## config.mk

```make
export PLATFORM = sky130hd
export DESIGN_NAME = dlatch_write_arbiter
export DESIGN_NICKNAME = d
export VERILOG_FILES = /design/src/rtl/dlatch_ctrl_pkg.sv /design/src/rtl/dlatch_rr_arbiter.sv /design/src/rtl/dlatch_write_arbiter.sv
export SDC_FILE = /design/constraint.sdc
export NUM_CORES = 1
export LEC_CHECK = 0
export BUFFER_PORTS_ARGS = -buffer_cell sky130_fd_sc_hd__buf_2
export CAP_MARGIN = 20
export CORE_MARGIN = 2
export CORE_UTILIZATION = 54
export CTS_CLUSTER_SIZE = 14
export DETAILED_ROUTE_END_ITERATION = 16
export PLACE_DENSITY = 0.81
export SLEW_MARGIN = 20
export SYNTH_ARGS = -nofsm -noshare
export SYNTH_HDL_FRONTEND = slang
export SYNTH_SLANG_ARGS = --single-unit
export TNS_END_PERCENT = 20
```

## constraint.sdc

```tcl
create_clock -name input_clock1_clk_1 -period 7.6 [get_ports input_clock1_clk_1]
set_clock_uncertainty 0.1 [all_clocks]
set_input_delay 1.52 -clock input_clock1_clk_1 [delete_from_list [all_inputs] [get_ports input_clock1_clk_1]]
set_output_delay 1.52 -clock input_clock1_clk_1 [all_outputs]
set_load 0.005 [all_outputs]
```

## src/rtl/dlatch_ctrl_pkg.sv

```systemverilog
// Shared types and parameter defaults for the D-latch bank write controller.
package dlatch_ctrl_pkg;

  typedef enum logic [1:0] {
    IDLE  = 2'd0,
    SETUP = 2'd1,
    OPEN  = 2'd2,
    HOLD  = 2'd3
  } state_t;

  localparam int unsigned DEF_NREQ     = 4;
  localparam int unsigned DEF_WIDTH    = 8;
  localparam int unsigned DEF_NWORD    = 4;
  localparam int unsigned DEF_OPEN_CYC = 1;

endpackage

```

## src/rtl/dlatch_rr_arbiter.sv

```systemverilog
// Combinational round-robin pick: first set req bit at or above ptr, wrapping.
module dlatch_rr_arbiter #(
  parameter int unsigned NREQ = 4,
  parameter int unsigned IW   = 2
)(
  input  logic [NREQ-1:0] req,
  input  logic [IW-1:0]   ptr,
  output logic [NREQ-1:0] grant_c,
  output logic [IW-1:0]   winner_c,
  output logic            any_c
);

  always_comb begin
    int unsigned idx;
    logic [IW-1:0] idx_w;
    grant_c  = '0;
    winner_c = '0;
    any_c    = 1'b0;
    idx      = 0;
    idx_w    = '0;
    for (int unsigned k = 0; k < NREQ; k++) begin
      idx   = (32'(ptr) + k) % NREQ;
      idx_w = IW'(idx);
      if (!any_c && req[idx_w]) begin
        any_c          = 1'b1;
        grant_c[idx_w] = 1'b1;
        winner_c       = idx_w;
      end
    end
  end

endmodule

```

## src/rtl/dlatch_write_arbiter.sv

```systemverilog
// Round-robin write controller driving the D bus and enables of a transparent latch bank
// through a registered SETUP / OPEN / HOLD sequence.
module dlatch_write_arbiter
  import dlatch_ctrl_pkg::*;
#(
  parameter  int unsigned NREQ     = DEF_NREQ,
  parameter  int unsigned WIDTH    = DEF_WIDTH,
  parameter  int unsigned NWORD    = DEF_NWORD,
  parameter  int unsigned OPEN_CYC = DEF_OPEN_CYC,
  localparam int unsigned AW       = (NWORD > 1) ? $clog2(NWORD) : 1,
  localparam int unsigned IW       = (NREQ > 1) ? $clog2(NREQ) : 1,
  localparam int unsigned CW       = $clog2(OPEN_CYC + 1)
)(
  input  logic                  input_clock1_clk_1,
  input  logic                  input_push_button2_rst_2,
  input  logic [NREQ-1:0]       req,
  input  logic [NREQ*AW-1:0]    req_addr,
  input  logic [NREQ*WIDTH-1:0] req_data,
  output logic [NREQ-1:0]       gnt,
  output logic                  err,
  output logic                  busy,
  output logic [WIDTH-1:0]      latch_d,
  output logic [NWORD-1:0]      latch_en
);

  logic clk;
  logic rst;
  assign clk = input_clock1_clk_1;
  assign rst = input_push_button2_rst_2;

  state_t          state;
  state_t          state_nxt;
  logic [IW-1:0]   ptr;
  logic [IW-1:0]   win_idx;
  logic [NREQ-1:0] win_oh;
  logic [AW-1:0]   cap_addr;
  logic [CW-1:0]   cnt;

  logic [NREQ-1:0]  arb_grant_c;
  logic [IW-1:0]    arb_winner_c;
  logic             arb_any_c;
  logic [NWORD-1:0] en_nxt_c;
  logic             open_last_c;
  logic             addr_bad_c;

  dlatch_rr_arbiter #(
    .NREQ (NREQ),
    .IW   (IW)
  ) u_arb (
    .req      (req),
    .ptr      (ptr),
    .grant_c  (arb_grant_c),
    .winner_c (arb_winner_c),
    .any_c    (arb_any_c)
  );

  assign open_last_c = (cnt == CW'(OPEN_CYC - 1));
  assign addr_bad_c  = (32'(cap_addr) >= NWORD);

  always_ff @(posedge clk or posedge rst) begin
    if (rst) state <= IDLE;
    else     state <= state_nxt;
  end

  // Next state plus the enable vector the OPEN state will present
  always_comb begin
    state_nxt = state;
    en_nxt_c  = '0;
    unique case (state)
      IDLE:    if (arb_any_c) state_nxt = SETUP;
      SETUP:   state_nxt = OPEN;
      OPEN:    if (open_last_c) state_nxt = HOLD;
      HOLD:    state_nxt = IDLE;
      default: state_nxt = IDLE;
    endcase
    if (state_nxt == OPEN) begin
      for (int unsigned w = 0; w < NWORD; w++) en_nxt_c[w] = (32'(cap_addr) == w);
    end
  end

  always_ff @(posedge clk or posedge rst) begin
    if (rst) begin
      ptr      <= '0;
      win_idx  <= '0;
      win_oh   <= '0;
      cap_addr <= '0;
      cnt      <= '0;
      latch_d  <= '0;
      latch_en <= '0;
      gnt      <= '0;
      err      <= 1'b0;
      busy     <= 1'b0;
    end else begin
      latch_en <= en_nxt_c;
      busy     <= (state_nxt != IDLE);
      gnt      <= '0;
      err      <= 1'b0;
      unique case (state)
        IDLE: begin
          // latch_d is loaded here so it is already stable through SETUP
          if (arb_any_c) begin
            win_idx  <= arb_winner_c;
            win_oh   <= arb_grant_c;
            cap_addr <= req_addr[arb_winner_c*AW +: AW];
            latch_d  <= req_data[arb_winner_c*WIDTH +: WIDTH];
          end
        end
        SETUP: cnt <= '0;
        OPEN: begin
          if (open_last_c) begin
            gnt <= win_oh;
            err <= addr_bad_c;
          end else begin
            cnt <= cnt + CW'(1);
          end
        end
        HOLD: ptr <= (32'(win_idx) == NREQ - 1) ? '0 : win_idx + IW'(1);
        default: ;
      endcase
    end
  end

endmodule
```

==> flow_metrics.tcl, run 1 <==
set metrics [dict create \
    fillers 290 \
    core.rowCount 21 \
    synthSimpleGateAreaFrac_pct 13.3 \
    cap_violations 0 \
    die_h_um 62.3 \
    synth.cell_area_um2 1830 \
    cts_resized 0 \
    slew-limit-headroom_pct 33.0 \
    drt_iter0_markers 52 \
    cts_hold_buffers 0 \
    rsz0062_at_grt "no" \
    dpl.hpwl_um 2950 \
    grt_pass1_wl_um 6670 \
    die_area_um2 3880 \
    gr-total-overflow 0 \
    yosysSeqAreaShare_pct 39.6 \
    ys_ff_latch 29 \
    cp_data_required_time_ns 7.70 \
    combPwrFrac_pct 57.8 \
    antenna_cells 0 \
    final-setup-viol-count 0 \
    dr.pass1.iters 4 \
    synthAdderAreaFrac_pct 6.82 \
    dpl_cell_area_um2 2150 \
    cts_root_buffer "clkbuf_4" \
    drv_slew 0 \
    pwr-share-clk_pct 10.6 \
    synth_compound_area_share_pct 22.2 \
    hold_path_class "reg -> reg" \
    io_pins 64 \
    grt_max_degree 30 \
    synthCells 182 \
    clock-sinks 29 \
    routed_wl_um 3980 \
    start_util_pct 55.4 \
    yosys_most_used_dff "dfrtp_1" \
    placedCellCount 281 \
    tns_ns 0 \
    worst_ep_arrival_time_ns 3.45 \
    syn_nets 238 \
    netlist.area_leader.share_pct 39.6 \
    fp.dieW_um 62.3 \
    syn2layout_area_growth_pct 20.1 \
    wl_per_cell_um 13.8 \
    synth_cell_types 45 \
    fin_cells 289 \
    synth_edf_count 0 \
    path_clk_slew_ns 0.10 \
    cts_max_path_buffers 2 \
    hold_viol 0 \
    grt_util_all_layers_pct 21.6 \
    cp_max_fo 20 \
    first_global_vias 1509 \
    cts_buffers 5 \
    viasPerCell 5.57 \
    gp_congestion 0.867 \
    timing.hold.ws_ns 0.395 \
    drive_gt1_share_pct 33.3 \
    finalCritPeriodShare_pct 44.2 \
    avgSynthCellArea_um2 10.1 \
    synth_top_area_cell "dfrtp_1" \
    synthTopCellsByArea "dfrtp_1 40%, mux2i_1 11%, ha_1 6.8%" \
    synthXorXnorAreaFrac_pct 0 \
    async_reset_ff_share_pct 100 \
    power_frac_seq_pct 31.6 \
    multi_input_area_um2 1020 \
    power.leakage_nw 1.13 \
    core_area_um2 3310 \
    final_cell_area_um2 2200 \
    cts_htree_levels 2 \
    pre_cts_ws_ns 3.88 \
    p_per_area_nw_per_um2 391 \
    synth_top_family_by_area "compound AO/OA/AOI/OAI gates" \
    numPortBuffers 62 \
    fin_crit_ns 3.36 \
    insertion_delay_ns 0.34 \
    seqCellArea_um2 726 \
    setup_slack_ns 4.24 \
    p_switching_mw 0.388 \
    worstSetupPathType "in -> reg" \
    yosys_warnings 0 \
    end_kind "flop" \
    status "finished, final reports clean" \
    power.switching_fraction_pct 45.0 \
    antenna_left 0 \
    internal-power_mw 0.474 \
    critPathLaunchType "input pin" \
    remaining_drc_errors 0 \
    tightest_slew_ns 1.00 \
    vdd_drop_max_mv 0.283 \
    grt_antenna_before_repair 0 \
    nets 298 \
    vias 1609 \
    fmax_ghz 0.298 \
    cts_tree "built" \
    synthMuxAreaShare_pct 13.3 \
    post-cts-setup-buffers 0 \
]
cells in the final DEF, fill, tap and decap left out, types with 3 or more instances in the layout:
cell / synthesis / final
buf_2: 2 / 62
dfrtp_1: 29 / 29
nor2_1: 13 / 13
o221ai_1: 9 / 9
o21ai_0: 7 / 7
mux2i_1: 21 / 21
nand2_1: 21 / 21
a221oi_1: 4 / 4
o21ai_1: 6 / 6
a21oi_1: 3 / 3
inv_2: 3 / 4
ha_1: 10 / 10
a22oi_1: 4 / 4
inv_1: 5 / 4
and2_1: 4 / 4
clkbuf_4: 0 / 5
layout make-up:
class / instances / share of cell area [%]
Timing Repair Buffer: 62 / 14.1
Multi-Input combinational cell: 136 / 46.5
Inverter: 8 / 1.36
Tap cell: 46 / 2.61
Sequential cell: 29 / 33.0
Clock inverter: 3 / 0.795
Clock buffer: 5 / 1.70
path summary, 6_finish.rpt:
path	startpoint	end	slack, ns	cells after the start
max in group asynchronous	input_push_button2_rst_2	win_oh[3]$_DFFE_PP0P_	5.88	2
min in group asynchronous	input_push_button2_rst_2	latch_en[3]$_DFF_PP0_	1.12	2
hold / removal	win_oh[1]$_DFFE_PP0P_	gnt[1]$_DFF_PP0_	0.39	1
setup / recovery	req[3]	cap_addr[1]$_DFFE_PP0P_	4.24	7
hold reg to reg	win_oh[1]$_DFFE_PP0P_	gnt[1]$_DFF_PP0_	0.39	1
setup reg to reg	ptr[0]$_DFFE_PP0N_	cap_addr[1]$_DFFE_PP0P_	4.41	8
synthesized netlist by cell type (all sizes together), types with 2 or more instances:
| master | number |
|---|---|
| nor3 | 2 |
| o21ai | 13 |
| ha | 10 |
| a22oi | 4 |
| nand2 | 21 |
| a21o | 2 |
| a21oi | 3 |
| mux2i | 21 |
| nor2 | 14 |
| inv | 8 |
| o221ai | 9 |
| a221oi | 4 |
| clkbuf | 2 |
| a211o | 2 |
| and2 | 4 |
| a311oi | 4 |
| buf | 7 |
| dfrtp | 29 |
| o31ai | 2 |
| nand3 | 2 |
metrics by stage:
stage,power [mW],utilization (%)
after floorplan,0.656,-
after global placement,0.761,64.9
after detailed placement,0.772,64.9
after CTS,0.867,66.5
after global routing,0.938,66.5
final,0.862,66.5
registers in the layout, indices dropped and copies added (netlist names):
name / count
state: 2
ptr: 2
win_idx: 2
latch_en: 4
cap_addr: 2
gnt: 4
latch_d: 8
win_oh: 4
busy: 1
metal layers:
metal,wire length [µm],GRT usage [%],up-vias
met5,0,0,-
met4,57,10.6,0
met3,196,4.17,6
met2,1950,35.1,45
met1,1770,27.8,761
li1,-,-,797
critical path, cell delays in order:
cell	delay (ns)
buf_2	0.15
mux2_2	0.30
nor3_1	0.19
nor2_1	0.09
nand2_1	0.74
mux2i_1	0.30
o221ai_1	0.16
power groups by stage:
stage | registers, mW | clock network [mW] | logic [mW]
after floorplan | 0.264 | 0 | 0.391
after global placement | 0.274 | 0 | 0.488
after detailed placement | 0.276 | 0 | 0.495
after CTS | 0.273 | 0.0933 | 0.500
after global routing | 0.283 | 0.102 | 0.553
final | 0.272 | 0.0913 | 0.498
kinds of logic (layout without fill, tap and decap cells):
family / count (synthesis) / in the layout
muxes: 23 / 23
AOI/OAI and AO/OA: 50 / 50
DFF: 29 / 29
buffers and inverters: 17 / 78
and+or+nand+nor: 52 / 52
other: 1 / 1
adders and majority gates: 10 / 10
(Power assumes the default switching activity.)
==> run 2, diff against run 1 <==
Settings changed: CORE_UTILIZATION 54 to 45, PLACE_DENSITY 0.81 to 0.72.
Clock period 7.6 ns to 3.07 ns, I/O delays scaled along.
==> run 2 against run 1 <==
  * Routed wire length increased by 6.1%
  * Hold slack got worse by 0.10 ns
  * Die area increased by 19%
  * Sequential power increased by 140%
  * Cell count increased by 2.8%
  * Setup slack got worse by 3.7 ns
  * Sequential share of layout area decreased by 1.2 points
  * Critical path type is now reg -> reg
  * Highest routed layer unchanged
==> flow_metrics.tcl, run 2 (same netlist as run 1, synthesis figures left out) <==
set metrics [dict create \
    status "finished, final reports clean" \
    cts_root_buffer "clkbuf_8" \
    grt_max_degree 30 \
    gr-total-overflow 0 \
    syn2layout_area_growth_pct 24.8 \
    critPathLaunchType "flop" \
    largest_reg_flops 8 \
    drive_gt1_share_pct 33.6 \
    cap_violations 0 \
    multi_input_area_um2 1020 \
    hold_path_class "in -> async" \
    p_per_area_nw_per_um2 998 \
    clock-sinks 29 \
    final-setup-viol-count 0 \
    power.leakage_nw 1.18 \
    finalCritPeriodShare_pct 82.1 \
    antenna_cells 0 \
    io_pins 64 \
    path_clk_slew_ns 0.06 \
    core_area_um2 3970 \
    cp_max_fo 10 \
    tightest_slew_ns 0.665 \
    cts_htree_levels 2 \
    routed_wl_um 4220 \
    fmax_ghz 0.397 \
    final_common_cell "buf_2" \
    start_util_pct 46.2 \
    remaining_drc_errors 0 \
    seqCellArea_um2 726 \
    cts_hold_buffers 0 \
    end_kind "flop" \
    drv_slew 0 \
    gp_congestion 0.915 \
    grt_util_all_layers_pct 20.1 \
    r2r_start "ptr[1]$_DFFE_PP0N_" \
    cp_data_required_time_ns 3.10 \
    die_h_um 67.8 \
    vias 1619 \
    drt_iter0_markers 67 \
    worstSetupPathType "reg -> reg" \
    fin_crit_ns 2.52 \
    final_cell_mix "62 x buf_2, 29 x dfrtp_1, 21 x mux2i_1, 21 x nand2_1, 13 x nor2_1" \
    worst_ep_arrival_time_ns 2.55 \
    largest-register "latch_d" \
    viasPerCell 5.45 \
    core.rowCount 23 \
    fp.dieW_um 67.8 \
    hold_viol 0 \
    dpl.hpwl_um 3220 \
    worst_r2r_endpoint "latch_d[0]$_DFFE_PP0P_" \
    vdd_drop_max_mv 0.521 \
    grt_pass1_wl_um 6910 \
    slew-limit-headroom_pct 55.3 \
    cts_tree "built" \
    rrSetupSlack_ns 0.55 \
    fin_cells 297 \
    numPortBuffers 62 \
    rsz0062_at_grt "no" \
    cts_resized 0 \
    antenna_left 0 \
    placedCellCount 290 \
    wl_per_cell_um 14.2 \
    grt_antenna_before_repair 0 \
    first_global_vias 1514 \
    nets 303 \
    fillers 364 \
    post-cts-setup-buffers 0 \
    cts_buffers 5 \
    dr.pass1.iters 4 \
    die_area_um2 4600 \
    insertion_delay_ns 0.28 \
    tns_ns 0 \
    cts_max_path_buffers 2 \
    r2r_cells 7 \
]
## run 2: layout make-up
type	count	share of cell area, %
clock buffer	7	3.77
tap	50	2.73
inverter	8	1.31
multi-input combinational	136	44.7
sequential	29	31.7
timing repair buffer	67	15.7
## run 2: per-layer routing
metal | vias up | global-route usage [%] | wire length (µm)
met1 | 756 | 26.8 | 1840
met4 | 0 | 9.50 | 106
met5 | - | 0 | 0
met3 | 8 | 3.45 | 220
li1 | 804 | - | -
met2 | 51 | 32.0 | 2050
## run 2: critical path, stage by stage, from the launching register on
cell and delay [ns]:
dfrtp_1 0.51, inv_2 0.16, ha_1 0.42, a311o_1 0.34, a311oi_4 0.30, nor2_4 0.12
nand2_1 0.26, o221ai_1 0.16
## run 2: how the worst max path moves through the flow
stage / from / end / slack (ns) / cells past startpoint
after global placement: ptr[1]$_DFFE_PP0N_ / latch_d[0]$_DFFE_PP0P_ / 0.63 / 6
after detailed placement: ptr[1]$_DFFE_PP0N_ / latch_d[2]$_DFFE_PP0P_ / 0.55 / 7
after global routing: ptr[1]$_DFFE_PP0N_ / latch_d[0]$_DFFE_PP0P_ / 0.29 / 6
after CTS: ptr[1]$_DFFE_PP0N_ / latch_d[0]$_DFFE_PP0P_ / 0.53 / 7
after floorplan: ptr[0]$_DFFE_PP0N_ / cap_addr[0]$_DFFE_PP0P_ / 0.60 / 9
final: ptr[1]$_DFFE_PP0N_ / latch_d[0]$_DFFE_PP0P_ / 0.55 / 7
## run 2: through the flow
step | hold slack (ns) | setup slack [ns] | total power, mW | instance area (µm²) | util (%)
floorplan | 0.349 | 0.596 | 1.62 | 1830 | -
global placement | 0.366 | 0.626 | 1.95 | 2200 | 55.5
detailed placement | 0.378 | 0.548 | 1.98 | 2200 | 55.5
CTS | 0.303 | 0.532 | 2.30 | 2290 | 57.6
global route | 0.326 | 0.288 | 2.49 | 2290 | 57.6
finish | 0.293 | 0.548 | 2.28 | 2290 | 57.6
## run 2: power by group
group	internal, mW	switching, mW	leakage, nW
clock	0.177	0.135	0.0443
combinational	0.589	0.732	0.769
sequential	0.550	0.101	0.364
total	1.32	0.968	1.18
